**config.mk**
```make
export PLATFORM = sky130hd
export DESIGN_NAME = piso_rr_tx_ctrl
export DESIGN_NICKNAME = d
export VERILOG_FILES = /design/src/rtl/piso_ctrl_pkg.sv /design/src/rtl/rr_arbiter.sv /design/src/rtl/piso_rr_tx_ctrl.sv
export SDC_FILE = /design/constraint.sdc
export NUM_CORES = 1
export LEC_CHECK = 0
export CAP_MARGIN = 20
export CORE_MARGIN = 2
export CORE_UTILIZATION = 43
export DETAILED_ROUTE_END_ITERATION = 7
export GPL_TIMING_DRIVEN = 0
export PLACE_DENSITY_LB_ADDON = 0.2
export SLEW_MARGIN = 10
export SYNTH_ARGS = -nofsm -noshare
export SYNTH_HDL_FRONTEND = slang
export SYNTH_SLANG_ARGS = --single-unit
export TNS_END_PERCENT = 20
```
**constraint.sdc**
```tcl
create_clock -name clk -period 2.2 [get_ports clk]
set_clock_uncertainty 0.05 [all_clocks]
set_input_delay 0.44 -clock clk [delete_from_list [all_inputs] [get_ports clk]]
set_output_delay 0.44 -clock clk [all_outputs]
set_load 0.05 [all_outputs]
```
**src/rtl/piso_ctrl_pkg.sv**
```systemverilog
// Shared types and defaults for the round-robin serial transmit controller.
package piso_ctrl_pkg;

  typedef enum logic {
    IDLE  = 1'b0,
    SHIFT = 1'b1
  } state_t;

  localparam int DEF_N    = 8;
  localparam int DEF_NREQ = 4;

  // Grant index width; kept at least 1 so a degenerate requester count still yields a legal vector.
  function automatic int calc_idw(input int nreq);
    return (nreq > 1) ? $clog2(nreq) : 1;
  endfunction

endpackage

```
**src/rtl/rr_arbiter.sv**
```systemverilog
// Combinational round-robin arbiter: first active request at or after ptr, wrapping.
module rr_arbiter
  import piso_ctrl_pkg::*;
#(
  parameter int NREQ = DEF_NREQ,
  parameter int IDW  = calc_idw(NREQ)
) (
  input  logic [NREQ-1:0] req,
  input  logic [IDW-1:0]  ptr,
  input  logic            en,
  output logic [NREQ-1:0] gnt,
  output logic [IDW-1:0]  gnt_idx
);

  int             idx;
  logic           found;
  logic [IDW-1:0] sel;

  always_comb begin
    gnt     = '0;
    gnt_idx = '0;
    found   = 1'b0;
    idx     = 0;
    sel     = '0;
    for (int k = 0; k < NREQ; k++) begin
      idx = int'(ptr) + k;
      if (idx >= NREQ) idx = idx - NREQ;
      sel = IDW'(idx);
      if (!found && req[sel]) begin
        found   = 1'b1;
        gnt_idx = sel;
      end
    end
    gnt[gnt_idx] = en & found;
  end

endmodule

```
**src/rtl/piso_rr_tx_ctrl.sv**
```systemverilog
// Shares one MSB-first shift path among NREQ word requesters with round-robin
// arbitration and a valid/ready serial handshake.
module piso_rr_tx_ctrl
  import piso_ctrl_pkg::*;
#(
  parameter int N    = DEF_N,
  parameter int NREQ = DEF_NREQ,
  parameter int IDW  = calc_idw(NREQ)
) (
  input  logic              clk,
  input  logic              rst,
  input  logic [NREQ-1:0]   req,
  input  logic [NREQ*N-1:0] p_data,
  output logic [NREQ-1:0]   ack,
  output logic              s_data,
  output logic              s_valid,
  input  logic              s_ready,
  output logic              s_last,
  output logic              busy,
  output logic [IDW-1:0]    gnt_id
);

  localparam int CW = $clog2(N);

  state_t         state_reg;
  logic [N-1:0]   shreg_reg;
  logic [CW-1:0]  cnt_reg;
  logic           last_reg;
  logic [IDW-1:0] ptr_reg;
  logic [IDW-1:0] gnt_id_reg;

  logic [N-1:0]    words [NREQ];
  logic            cap;
  logic            arb_en;
  logic [NREQ-1:0] gnt;
  logic [IDW-1:0]  gnt_idx;
  logic [IDW-1:0]  ptr_next;

  generate
    for (genvar gi = 0; gi < NREQ; gi++) begin : g_words
      assign words[gi] = p_data[gi*N +: N];
    end
  endgenerate

  // A new word may be taken when idle, or on the final accepted beat for a gapless reload.
  assign cap    = (|req) && ((state_reg == IDLE) ||
                  ((state_reg == SHIFT) && s_ready && last_reg));
  assign arb_en = cap && !rst;

  rr_arbiter #(
    .NREQ (NREQ),
    .IDW  (IDW)
  ) u_arb (
    .req     (req),
    .ptr     (ptr_reg),
    .en      (arb_en),
    .gnt     (gnt),
    .gnt_idx (gnt_idx)
  );

  assign ack      = gnt;
  assign ptr_next = (gnt_idx == IDW'(NREQ - 1)) ? '0 : gnt_idx + 1'b1;

  always_ff @(posedge clk) begin
    if (rst) begin
      state_reg  <= IDLE;
      shreg_reg  <= '0;
      cnt_reg    <= '0;
      last_reg   <= 1'b0;
      ptr_reg    <= '0;
      gnt_id_reg <= '0;
    end else if (cap) begin
      state_reg  <= SHIFT;
      shreg_reg  <= words[gnt_idx];
      cnt_reg    <= '0;
      last_reg   <= 1'b0;
      ptr_reg    <= ptr_next;
      gnt_id_reg <= gnt_idx;
    end else if ((state_reg == SHIFT) && s_ready) begin
      if (last_reg) begin
        state_reg <= IDLE;
        last_reg  <= 1'b0;
      end else begin
        shreg_reg <= {shreg_reg[N-2:0], 1'b0};
        cnt_reg   <= cnt_reg + 1'b1;
        last_reg  <= (cnt_reg == CW'(N - 2));
      end
    end
  end

  assign s_data  = shreg_reg[N-1];
  assign s_valid = (state_reg == SHIFT);
  assign busy    = (state_reg == SHIFT);
  assign s_last  = last_reg;
  assign gnt_id  = gnt_id_reg;

endmodule

```
==> metrics.txt <==
critical path fanouts, max 4; status finished, violations left; Max Transition Viols Final 0; combinational share of power 0.469; hold violation total from the final report 0; core box area between 2000 and 3000 µm²; Skew-Pair Late Insertion Delay ~0.3 ns; IO Pins 49; hold_ws ~0.45 ns; internal power component about 640 µW; Clock transition at path regs roughly 0.11 ns; Syn Nets between 150 and 200; final setup TNS -0.567 ns; Mapped Avg Cell Area between 8 and 9 µm²; CTS tree done; Syn Inst Count about 140; crit path capture type primary output; 1st-iter DRT viols 65; Initial Utilization 0.453; unrepaired setup endpoints after global routing true; WP data required between 1.5 and 2 ns; Max Cap Viol 0; dpl cell area around 1800 µm²; total gr overflow 0; Clock power frac 0.177; final wirelength between 3 and 4 mm; Tcrit/Tclk final 1.07; Synth Flop Type dfxtp_1; setup ws final -0.153 ns; power per cell area about 520 nW/µm²; post-synthesis async set-or-reset flop share 0; Die X just under 60 µm; startpoint types flop; Post-synth EDFFs 0; CP Class reg2out; minimum clock period around 2.4 ns; die footprint about 3300 µm²; # setup viols final 4; WP data arrival approximately 1.9 ns; clock root buffer clkbuf_4; drt first pass iters 4; vias 1407; Synth cell types between 40 and 50; pre-CTS WS -1.49 ns; Total GRT Usage 0.232; Sw Pwr 380 µW; max reg flops 8; Hold Path Sink gnt_id[0]; Netlist Area Pre-Place ~1200 µm²; synth warn 0; die height approximately 58 µm; Vias/cell roughly 6.0; Antenna Cells 0; violated checks negative setup slack; commonest non-fill, non-tap cell in the layout clkdlybuf4s50_1; worst-margin pin slew between 0.6 and 0.7 ns; worst-case vdd ir drop between 300 and 400 µV; Layout Nets ~250; layout cell share with drive strength beyond 1 0.305; Hold Crit Class reg2reg; IO Port Bufs 48; row count 19; fmax approximately 0.43 GHz; switching share of power 0.371; Finished Cell Area around 2000 µm²; clock sink total 17; CTS HTree Levels 1; pin count of the biggest net entering global routing 16; hpwl dp approximately 2.7 mm; Hold Crit Start gnt_id[0]; Routed Antenna Nets 0; static leakage power around 0.00076 µW; clock buffer count from CTS 3; Register-to-Register Path Depth 8; Reg-to-Reg Start ptr_reg[0]; reg-to-reg slack, setup roughly 0.32 ns; Rel. slew slack 0.584; sequential area share after synthesis 0.275; drt drc 0; gpl congestion 0.826; clock buffer depth 2; Yosys reg bits 17; area growth from synthesis to layout 59.2%; Sequential Power Share 0.354; WL/cell approximately 17 µm; WHS Path Cells 1; vias in the first global route 1404; R2R Path End shreg_reg[4]; commonest non-fill, non-tap cells in the layout 40 x clkdlybuf4s50_1, 15 x dfxtp_1, 12 x buf_4; global-route wire length before repair 6.07 mm; antenna violations before repair 0
[routing by layer]
layer	global-route usage	share of wire	vias up
met5	0	0	-
met3	0.0223	0.055	9
li1	-	-	659
met1	0.267	0.39	677
met2	0.437	0.54	62
met4	0.0897	0.021	0
[power by group through the flow]
stage	Combinational [µW]	Clock [µW]	Sequential, µW
floorplan	226	0	385
global placement	386	0	365
detailed placement	398	0	366
CTS	454	179	362
global route	511	192	366
finish	480	181	362
[worst max-delay path, cell delays in order (launching register included)]
cell and delay (ns):
dfxtp_4 0.39, nor2b_4 0.06, o21ba_4 0.18, or3_4 0.45
ha_4 0.19, and2_4 0.14, buf_6 0.15
[how the worst max path moves through the flow]
stage	startpoint	depth (start not counted)	end	slack, ns
2_1_floorplan	s_last	4	ack[0]	-0.06
3_3_place_gp	req[3]	9	ack[1]	-1.38
3_5_place_dp	req[0]	8	ack[1]	-1.49
4_1_cts	ptr_reg[0]	7	ack[2]	-0.11
5_1_grt	ptr_reg[0]	7	ack[2]	-0.18
6_report	ptr_reg[0]	6	ack[0]	-0.15
[metrics by stage]
stage | cells | power [µW] | util
after floorplan | 141 | 611 | -
after detailed placement | 220 | 764 | 0.644
final | 234 | 1020 | 0.720
after global routing | 234 | 1070 | 0.720
after global placement | 220 | 751 | 0.644
after CTS | 231 | 995 | 0.711
[cells in the mapped netlist, types with 2 or more instances]
| master | n | area [µm²] |
|---|---|---|
| a221oi_1 | 8 | 70.1 |
| nand3_1 | 8 | 40.0 |
| nor3_1 | 3 | 15.0 |
| ha_1 | 6 | 75.1 |
| a21oi_1 | 4 | 20.0 |
| nor2_2 | 2 | 12.5 |
| a31o_1 | 7 | 61.3 |
| nor2_1 | 7 | 26.3 |
| buf_6 | 2 | 22.5 |
| dfxtp_1 | 17 | 340 |
| o21ai_0 | 9 | 45.0 |
| clkbuf_1 | 2 | 7.51 |
| buf_2 | 2 | 10.0 |
| and2_1 | 4 | 25.0 |
| mux2i_1 | 7 | 70.1 |
| o22ai_1 | 8 | 50.1 |
| and2b_2 | 8 | 70.1 |
| inv_1 | 4 | 15.0 |
| o21ai_1 | 2 | 10.0 |
| nand2_1 | 7 | 26.3 |
[area by class of cell]
| cell class | count | area, µm² |
|---|---|---|
| flip-flops and latches | 17 | 348 |
| fillers | 222 | 764 |
| repair buffers | 59 | 566 |
| multi-input cells | 111 | 918 |
| clock inverters | 1 | 5.00 |
| clock buffers | 3 | 22.5 |
| inverters | 5 | 31.3 |
| plain buffers | 7 | 40.0 |
| well taps | 31 | 38.8 |
[logic make-up after synthesis]
family | share of synthesized area
buffers and inverters | 0.0576
adder cells (fa/ha/maj) | 0.0607
AND/OR/NAND/NOR | 0.251
flip-flops | 0.275
XOR/XNOR | 0.0142
AO/OA/AOI/OAI | 0.285
multiplexers | 0.0566
[timing repair]
action | 4_1_cts | 5_1_grt
hold buffers | 0 | 0
pin swaps | 5 | 4
gates resized for setup | 77 | 2
setup endpoints to repair | 15 | 4
gates cloned | 0 | 0
buffers inserted | 8 | 3
(Power assumes the default switching activity.)
